<file path="config.mk">
export PLATFORM = sky130hd
export DESIGN_NAME = picorv32_ahb_bridge
export DESIGN_NICKNAME = d
export VERILOG_FILES = /design/src/rtl/picorv32_ahb_pkg.sv /design/src/rtl/ahb_single_xfer_engine.sv /design/src/rtl/picorv32_ahb_bridge.sv
export SDC_FILE = /design/constraint.sdc
export NUM_CORES = 1
export LEC_CHECK = 0
export BUFFER_PORTS_ARGS = -buffer_cell sky130_fd_sc_hd__buf_2
export CORE_UTILIZATION = 45
export CTS_CLUSTER_DIAMETER = 100
export DETAILED_ROUTE_END_ITERATION = 8
export PLACE_DENSITY = 0.79
export SLEW_MARGIN = 20
export SYNTH_ARGS = -nofsm -noshare
export SYNTH_HDL_FRONTEND = slang
export SYNTH_HIERARCHICAL = 1
export SYNTH_SLANG_ARGS = --single-unit
</file>
<file path="constraint.sdc">
create_clock -name clk -period 2.3 [get_ports clk]
set_input_delay 0.23 -clock clk [delete_from_list [all_inputs] [get_ports clk]]
set_output_delay 0.23 -clock clk [all_outputs]
set_load 0.02 [all_outputs]
</file>
<file path="src/rtl/picorv32_ahb_pkg.sv">
// Shared AHB encodings, FSM state type and lane-swap helper for the PicoRV32 AHB bridge.
package picorv32_ahb_pkg;

    localparam logic [1:0] HTRANS_IDLE   = 2'b00;
    localparam logic [1:0] HTRANS_BUSY   = 2'b01;
    localparam logic [1:0] HTRANS_NONSEQ = 2'b10;
    localparam logic [1:0] HTRANS_SEQ    = 2'b11;

    localparam logic [1:0] HRESP_OKAY  = 2'b00;
    localparam logic [1:0] HRESP_ERROR = 2'b01;
    localparam logic [1:0] HRESP_RETRY = 2'b10;
    localparam logic [1:0] HRESP_SPLIT = 2'b11;

    localparam logic [2:0] HSIZE_BYTE = 3'b000;
    localparam logic [2:0] HSIZE_HALF = 3'b001;
    localparam logic [2:0] HSIZE_WORD = 3'b010;

    localparam logic [2:0] HBURST_SINGLE = 3'b000;

    typedef enum logic [2:0] {
        ST_IDLE,
        ST_REQ,
        ST_ADDR,
        ST_DATA,
        ST_DONE
    } xfer_state_e;

    // Reverse the four byte lanes of a word.
    function automatic logic [31:0] bswap32(input logic [31:0] w);
        return {w[7:0], w[15:8], w[23:16], w[31:24]};
    endfunction

endpackage

</file>
<file path="src/rtl/ahb_single_xfer_engine.sv">
// Sequences one AHB SINGLE transfer: bus request, address phase, data phase,
// then a one-cycle completion. RETRY/SPLIT loop back to re-request the bus.
module ahb_single_xfer_engine
    import picorv32_ahb_pkg::*;
(
    input  logic       clk,
    input  logic       reset,
    input  logic       start,        // request accepted this cycle (only honoured in IDLE)
    input  logic       bypass,       // complete without touching the bus
    input  logic       i_hgrant,
    input  logic       i_hready,
    input  logic [1:0] i_hresp,
    output logic       idle,
    output logic       o_hbusreq,
    output logic [1:0] o_htrans,
    output logic       done,
    output logic       rdata_load,   // data phase finished OKAY: take hrdata
    output logic       rdata_clear   // error or bypass: return zero
);

    xfer_state_e state_q, state_d;
    logic        hbusreq_q, hbusreq_d;
    logic [1:0]  htrans_q, htrans_d;
    logic        done_q, done_d;

    // Next state, plus bus outputs decoded from the next state so they come out of flops.
    always_comb begin
        state_d = state_q;
        case (state_q)
            ST_IDLE: if (start) state_d = bypass ? ST_DONE : ST_REQ;
            ST_REQ:  if (i_hgrant && i_hready) state_d = ST_ADDR;
            ST_ADDR: if (i_hready) state_d = ST_DATA;
            ST_DATA: begin
                if (i_hresp == HRESP_OKAY) begin
                    if (i_hready) state_d = ST_DONE;
                end else if (i_hresp == HRESP_ERROR) begin
                    state_d = ST_DONE;
                end else begin
                    state_d = ST_REQ;   // RETRY / SPLIT: reissue the same transfer
                end
            end
            ST_DONE: state_d = ST_IDLE;
            default: state_d = ST_IDLE;
        endcase
        hbusreq_d = (state_d == ST_REQ);
        htrans_d  = (state_d == ST_ADDR) ? HTRANS_NONSEQ : HTRANS_IDLE;
        done_d    = (state_d == ST_DONE);
    end

    // FSM state and registered bus/handshake outputs.
    always_ff @(posedge clk) begin
        if (reset) begin
            state_q   <= ST_IDLE;
            hbusreq_q <= 1'b0;
            htrans_q  <= HTRANS_IDLE;
            done_q    <= 1'b0;
        end else begin
            state_q   <= state_d;
            hbusreq_q <= hbusreq_d;
            htrans_q  <= htrans_d;
            done_q    <= done_d;
        end
    end

    assign idle        = (state_q == ST_IDLE);
    assign o_hbusreq   = hbusreq_q;
    assign o_htrans    = htrans_q;
    assign done        = done_q;
    assign rdata_load  = (state_q == ST_DATA) && i_hready && (i_hresp == HRESP_OKAY);
    assign rdata_clear = ((state_q == ST_DATA) && (i_hresp == HRESP_ERROR)) ||
                         (idle && start && bypass);

endmodule

</file>
<file path="src/rtl/picorv32_ahb_bridge.sv">
// PicoRV32 native memory port to AHB master bridge: one SINGLE transfer per request.
// Strobe decode and byte-lane swapping live here; sequencing is in the engine.
module picorv32_ahb_bridge
    import picorv32_ahb_pkg::*;
#(
    parameter bit BIG_ENDIAN_AHB = 1'b0
) (
    input  logic        clk,
    input  logic        reset,
    input  logic        enable,
    input  logic        mem_valid,
    input  logic        mem_instr,
    input  logic [31:0] mem_addr,
    input  logic [31:0] mem_wdata,
    input  logic [3:0]  mem_wstrb,
    output logic        mem_ready,
    output logic [31:0] mem_rdata,
    input  logic        i_hgrant,
    input  logic        i_hready,
    input  logic [1:0]  i_hresp,
    input  logic [31:0] i_hrdata,
    output logic        o_hbusreq,
    output logic [31:0] o_haddr,
    output logic [1:0]  o_htrans,
    output logic        o_hwrite,
    output logic [2:0]  o_hsize,
    output logic [2:0]  o_hburst,
    output logic [31:0] o_hwdata,
    output logic [3:0]  o_hprot,
    output logic        o_hlock
);

    logic        eng_idle, accept, rdata_load, rdata_clear;
    logic [31:0] dec_addr;
    logic [2:0]  dec_size;
    logic        dec_ok;

    logic [31:0] haddr_q, haddr_d, hwdata_q, hwdata_d, rdata_q, rdata_d;
    logic [2:0]  hsize_q, hsize_d;
    logic        hwrite_q, hwrite_d;
    logic [3:0]  hprot_q, hprot_d;

    assign accept = eng_idle && mem_valid && enable;

    // Map the Pico byte strobes onto an AHB address and transfer size.
    always_comb begin
        dec_ok   = 1'b1;
        dec_addr = {mem_addr[31:2], 2'b00};
        dec_size = HSIZE_WORD;
        case (mem_wstrb)
            4'b0000, 4'b1111: ;
            4'b0011: dec_size = HSIZE_HALF;
            4'b1100: begin dec_addr = {mem_addr[31:2], 2'b10}; dec_size = HSIZE_HALF; end
            4'b0001: dec_size = HSIZE_BYTE;
            4'b0010: begin dec_addr = {mem_addr[31:2], 2'b01}; dec_size = HSIZE_BYTE; end
            4'b0100: begin dec_addr = {mem_addr[31:2], 2'b10}; dec_size = HSIZE_BYTE; end
            4'b1000: begin dec_addr = {mem_addr[31:2], 2'b11}; dec_size = HSIZE_BYTE; end
            default: dec_ok = 1'b0;
        endcase
    end

    // Transfer attributes are latched at capture and held for the whole transfer,
    // so a RETRY/SPLIT reissue drives an identical address phase.
    always_comb begin
        haddr_d  = haddr_q;
        hsize_d  = hsize_q;
        hwrite_d = hwrite_q;
        hprot_d  = hprot_q;
        hwdata_d = hwdata_q;
        rdata_d  = rdata_q;
        if (accept && dec_ok) begin
            haddr_d  = dec_addr;
            hsize_d  = dec_size;
            hwrite_d = (mem_wstrb != 4'b0000);
            hprot_d  = {2'b00, 1'b1, ~mem_instr};
            hwdata_d = BIG_ENDIAN_AHB ? bswap32(mem_wdata) : mem_wdata;
        end
        if (rdata_clear)
            rdata_d = '0;
        else if (rdata_load)
            rdata_d = BIG_ENDIAN_AHB ? bswap32(i_hrdata) : i_hrdata;
    end

    // Address/data-phase attribute and read-data registers.
    always_ff @(posedge clk) begin
        if (reset) begin
            haddr_q  <= '0;
            hsize_q  <= HSIZE_WORD;
            hwrite_q <= 1'b0;
            hprot_q  <= 4'b0011;
            hwdata_q <= '0;
            rdata_q  <= '0;
        end else begin
            haddr_q  <= haddr_d;
            hsize_q  <= hsize_d;
            hwrite_q <= hwrite_d;
            hprot_q  <= hprot_d;
            hwdata_q <= hwdata_d;
            rdata_q  <= rdata_d;
        end
    end

    ahb_single_xfer_engine u_engine (
        .clk         (clk),
        .reset       (reset),
        .start       (accept),
        .bypass      (~dec_ok),
        .i_hgrant    (i_hgrant),
        .i_hready    (i_hready),
        .i_hresp     (i_hresp),
        .idle        (eng_idle),
        .o_hbusreq   (o_hbusreq),
        .o_htrans    (o_htrans),
        .done        (mem_ready),
        .rdata_load  (rdata_load),
        .rdata_clear (rdata_clear)
    );

    assign mem_rdata = rdata_q;
    assign o_haddr   = haddr_q;
    assign o_hsize   = hsize_q;
    assign o_hwrite  = hwrite_q;
    assign o_hprot   = hprot_q;
    assign o_hwdata  = hwdata_q;
    assign o_hburst  = HBURST_SINGLE;
    assign o_hlock   = 1'b0;

endmodule

</file>
# After elaboration in Yosys (flattened, before gate mapping)

Index checks and enable logic that the tools add are counted.

Register bits after elaboration: 108
Bits of input ports: 109
Output and inout port bits: 112
Word-level logic and storage cells: 57

Eq/ne operators: 14
Multiplexer cells: 12
Bitwise logic cells: 2
Reduce and logical (&&, ||, !) cells: 19

Operators with widths:

| kind               | count |
|---|---|
| $mux 3             | 7 |
| $eq 4x4->1 const B | 3 |
| $pmux 3 s4         | 1 |
| $eq 3x2->1 const B | 3 |
| $logic_and 1x1->1  | 9 |
| $eq 4x2->1 const B | 2 |
| $reduce_or 8->1    | 1 |
| $eq 3x1->1 const B | 2 |
| $pmux 2 s3         | 1 |
| $reduce_or 2->1    | 3 |
| $eq 4x1->1 const B | 1 |
| $eq 4x3->1 const B | 1 |
| $logic_not 4->1    | 1 |
| $pmux 2 s2         | 1 |
| $reduce_bool 4->1  | 1 |
| $reduce_or 4->1    | 1 |
| $eq 3x3->1 const B | 1 |
| $logic_not 3->1    | 1 |
| $eq 2x1->1 const B | 1 |
| $logic_not 2->1    | 1 |
| $mux 2             | 1 |
| $not 1->1          | 2 |
| $logic_or 1x1->1   | 1 |
| $mux 1             | 1 |

# Depth between registers and ports, before layout

Word-level depth: 8
Depth in mapped cells: 8
Mapped depth without buffers: 6

# By module

Netlist, hierarchy kept.

Modules (own cells, without submodules):

| module                 | times used | cells each | area each (sq um) | sequential area each (sq um) |
|---|---|---|---|---|
| picorv32_ahb_bridge    | 1          | 425        | 4,037.6           | 2,001.9 |
| ahb_single_xfer_engine | 1          | 32         | 289.0             | 120.1 |

# Worst setup path after synthesis

Ideal clock, no wire load.

Path type: register to register
Start point: register u_engine.state_q[2]
End point: register rdata_q[10], in the netlist mem_rdata[10]
Library setup time: 0.128 ns
Arrival: 1.783 ns
Required time: 2.172 ns
Setup slack: 0.389 ns
Cell stages (with the launch flop): 9
Buffers on the path: 2
Clock period less this slack: 1.911 ns
Cells stage by stage: dfxtp_1 > nor3_1 > nand3_1 > inv_1 > a32o_1 > or2_2 > clkbuf_1 > clkbuf_1 > nor2_1

Longest elaborated chain between the ends: 7
Elaborated cells between the ends (all ways): 11
Classes of those cells: 1 x eq/ne; 10 x reduce/logical

Ends and longest elaborated chain:

| element                          | RTL line                     | RTL |
|---|---|---|
| start, declared                  | ahb_single_xfer_engine.sv:21 | `xfer_state_e state_q, state_d;` |
| start signal, assigned           | ahb_single_xfer_engine.sv:58 | `state_q <= state_d;` |
| $logic_not 3->1                  | ahb_single_xfer_engine.sv:65 | `assign idle = (state_q == ST_IDLE);` |
| net eng_idle                     | picorv32_ahb_bridge.sv:33    | `logic eng_idle, accept, rdata_load, rdata_clear;` |
| $logic_and 1x1->1 (2 in a row)   | picorv32_ahb_bridge.sv:43    | `assign accept = eng_idle && mem_valid && enable;` |
| net accept                       | picorv32_ahb_bridge.sv:33    |  |
| $logic_and 1x1->1 (2 in a row)   | ahb_single_xfer_engine.sv:71 | `(idle && start && bypass);` |
| $logic_or 1x1->1                 | ahb_single_xfer_engine.sv:70 | `assign rdata_clear = ((state_q == ST_DATA) && (i_hresp == HRESP_ERROR)) \|\|` |
| net rdata_clear                  | picorv32_ahb_bridge.sv:33    |  |
| $reduce_or 2->1 (no source line) | -                            |  |
| end signal, assigned             | picorv32_ahb_bridge.sv:99    | `rdata_q <= rdata_d;` |
| end, declared                    | picorv32_ahb_bridge.sv:38    | `logic [31:0] haddr_q, haddr_d, hwdata_q, hwdata_d, rdata_q, rdata_d;` |

The timed path passes the listed nets, and every way through them passes these cells.
A chain may end at the register's enable or synchronous reset.

# Final worst setup path

Start point: register u_engine.state_q[2]
End point: register rdata_q[1], in the netlist mem_rdata[1]

Same word-level chain as after synthesis.

==> metrics <==
reg2reg start=u_engine/state_q[2]; RePlAce Congestion=around 0.8; initial antenna violation count=0; DR vias/cell=about 4.7; TritonCTS Buffers=9; crit-path cells=nor3_1 > nand3_1 > inv_1 > a32o_1 > or2_2 > buf_4 > nor2_1; non-filler cells, final=between 700 and 800; Setup TNS=0 ps; Comb power frac=between 10 and 15%; CTS Sinks=between 100 and 150; dpl hpwl=roughly 7300 µm; Worst Path Buf+Inv=2; crit path kind=flop to flop; CP top delay family=simple AND/OR/NAND/NOR gates; register share of total power=between 50 and 60%; YS warnings=6; predominant post-synthesis flop cell=dfxtp_1; Routed Antenna Nets=0; Slew Limit Fails=0; number of remaining DRC errors=0; VDD IR max=roughly 0.00034 V; first-pass GRT wire length=15,400 µm; Iter 0 DRT Violations=81; Resize count post-CTS=0; die outline width=about 100 µm; Int Pwr=2.60 mW; Worst R2R Path Depth=7; Worst EP arrival=approximately 2200 ps; Distinct cells, synth=between 40 and 50; HP Start=mem_wdata[2]; post-synthesis instance total=457; clock network fraction of total power=33.2%; Post-synth EDFFs=0; clk_skew=~17 ps; worst hold endpoint=o_hwdata[2]; Hold Vio Cnt, Final=0; Pleak=~2.6 nW; element type at the critical path start=flop; Placed Instances=around 770; placed cell area=around 5400 µm²; die area=between 10,000 and 15,000 µm²; switching power=906 µW; GR Util All Layers=between 10% and 20%; RSZ-0062 raised after global routing=false; core area=between 9000 and 10,000 µm²; Overflow after GRT=0; per-cell routed wire length=12.6 µm; final WL=9870 µm; Die Y=approximately 100 µm; Hold Crit Class=input pin to flop; pin count of the biggest net entering global routing=between 70 and 80; r2r endpoint=mem_rdata[1]; post-synthesis to final-layout area growth=28.5%; placement row count=35; CP peak stage delay=~360 ps; sequential area share after synthesis=49.0%; Max stage delay cell, worst path=dfxtp_1; WP depth=7; Root Buffer=clkbuf_8; Async SR Flop Fraction=0%; H-Tree Depth=3; Req. time, crit path=between 2000 and 3000 ps; antenna cells=0; Port Buffers=roughly 210; starting density of the core=approximately 47%; CP Max Fanout=32; Finished Cell Area=between 5000 and 6000 µm²; synthesized area=4330 µm²; CP Capture Type=flop; commonest cells after routing, fill and taps aside=buf_2 (209), nand2_1 (129), dfxtp_1 (106), mux2i_1 (96), nor2_1 (39); Sw Share=between 20% and 30%; Final period util=a little over four fifths; Pwr per Cell Area=approximately 630 nW/µm²; CTS tree=built; status=complete, no violations; Setup Buffers After CTS=0; clk_lat worst skew=360 ps; commonest non-fill, non-tap cell in the layout=buf_2; syn_area_per_cell=between 9 and 10 µm²; Max Fclk=518 MHz; Max Cap Viol=0; # setup viols final=0; FF-to-FF setup slack=between 300 and 400 ps; CTS clock-pin slew for the worst setup and hold paths=~110 ps; Post-CTS Hold Buffers=0; First-pass DRT Iterations=4; Hold Path Stages=3; vias in the first global route=around 3.5k; fraction of layout cells with a size suffix above 1=between 30% and 40%; FF+latch count, synth=approximately 110; Final min period=between 1500 and 2000 ps; Final #Nets=between 700 and 800; clk buf depth=2; Vias=roughly 3.7k; io pins=221
-- synthesized netlist by cell type (2+ instances only) --
library cell	number	area share, %
o21a_1	2	0.35
a21oi_1	3	0.35
a211oi_1	2	0.35
buf_4	10	1.7
buf_12	5	2.3
nor3_1	4	0.46
conb_1	3	0.26
dfxtp_1	106	49
mux2i_1	96	22
buf_2	6	0.69
nor2_1	39	3.4
nand2_1	129	11
nand3_1	2	0.23
clkbuf_1	17	1.5
inv_1	2	0.17
o21ai_0	2	0.23
buf_6	2	0.52
o31ai_1	2	0.35
-- worst register-to-register path, delay by kind of cell, from the launching register on --
family | cells | cell delay, ps
DFF | 1 | 360
and+or+nand+nor | 4 | 750
buffers and inverters | 2 | 540
AOI/OAI and AO/OA | 1 | 180
-- metrics by stage --
stage	hold WS [ps]	setup WS (ps)	power, mW	util [%]
5_1_grt	93.0	203	3.65	59.9
3_3_place_gp	439	431	2.37	57.7
3_5_place_dp	446	367	2.39	57.7
4_1_cts	89.8	363	3.54	59.9
6_report	104	368	3.51	59.9
2_1_floorplan	302	389	2.24	-
-- worst max path at each step --
stage                                   start             to
after floorplan           u_engine/state_q[2]  mem_rdata[10]
final                     u_engine/state_q[2]   mem_rdata[1]
after detailed placement  u_engine/state_q[2]   mem_rdata[1]
after global routing      u_engine/state_q[2]  mem_rdata[11]
after CTS                 u_engine/state_q[2]   mem_rdata[1]
after global placement    u_engine/state_q[2]   mem_rdata[3]
-- metal layers --
layer  global-route usage [%]  part of all wire [%]  vias to the layer above
met5                        0                     0                        -
met2                     35.5                    49                      152
met1                     20.5                    41                     1673
met4                     7.25                   2.1                        0
li1                         -                     -                     1871
met3                     5.64                   8.1                       17
-- layout make-up --
type | count | area (µm²)
timing repair buffer | 215 | 1130
multi-input combinational | 314 | 1930
clock buffer | 11 | 141
inverter | 3 | 12.5
sequential | 106 | 2120
clock inverter | 5 | 62.6
tap | 129 | 161
fill | 840 | 3720
-- power groups by stage --
stage	logic, mW	clock network (mW)	registers, mW
6_report	0.434	1.17	1.91
5_1_grt	0.473	1.26	1.92
4_1_cts	0.437	1.20	1.91
3_5_place_dp	0.436	0	1.95
3_3_place_gp	0.423	0	1.95
2_1_floorplan	0.226	0	2.01
-- kinds of logic (layout without fill, tap and decap cells) --
group / count (synthesis) / count (layout) / share of synthesized area, %
flops: 106 / 106 / 49.0
simple gates: 188 / 188 / 17.7
fa+ha+maj: 1 / 1 / 0.231
xor+xnor: 1 / 1 / 0.202
other cells: 3 / 9 / 0.260
mux: 96 / 96 / 22.2
buf+inv: 43 / 234 / 7.00
compound gates: 19 / 19 / 3.33
-- flip-flops by register name (all words and copies together), names as in the netlist --
name / flops
mem_rdata: 32
o_haddr: 32
o_hprot: 1
o_hsize: 2
o_hwdata: 32
o_hwrite: 1
u_engine/done: 1
u_engine/o_hbusreq: 1
u_engine/o_htrans: 1
u_engine/state_q: 3
No activity file was read; power rests on OpenSTA's default activity.
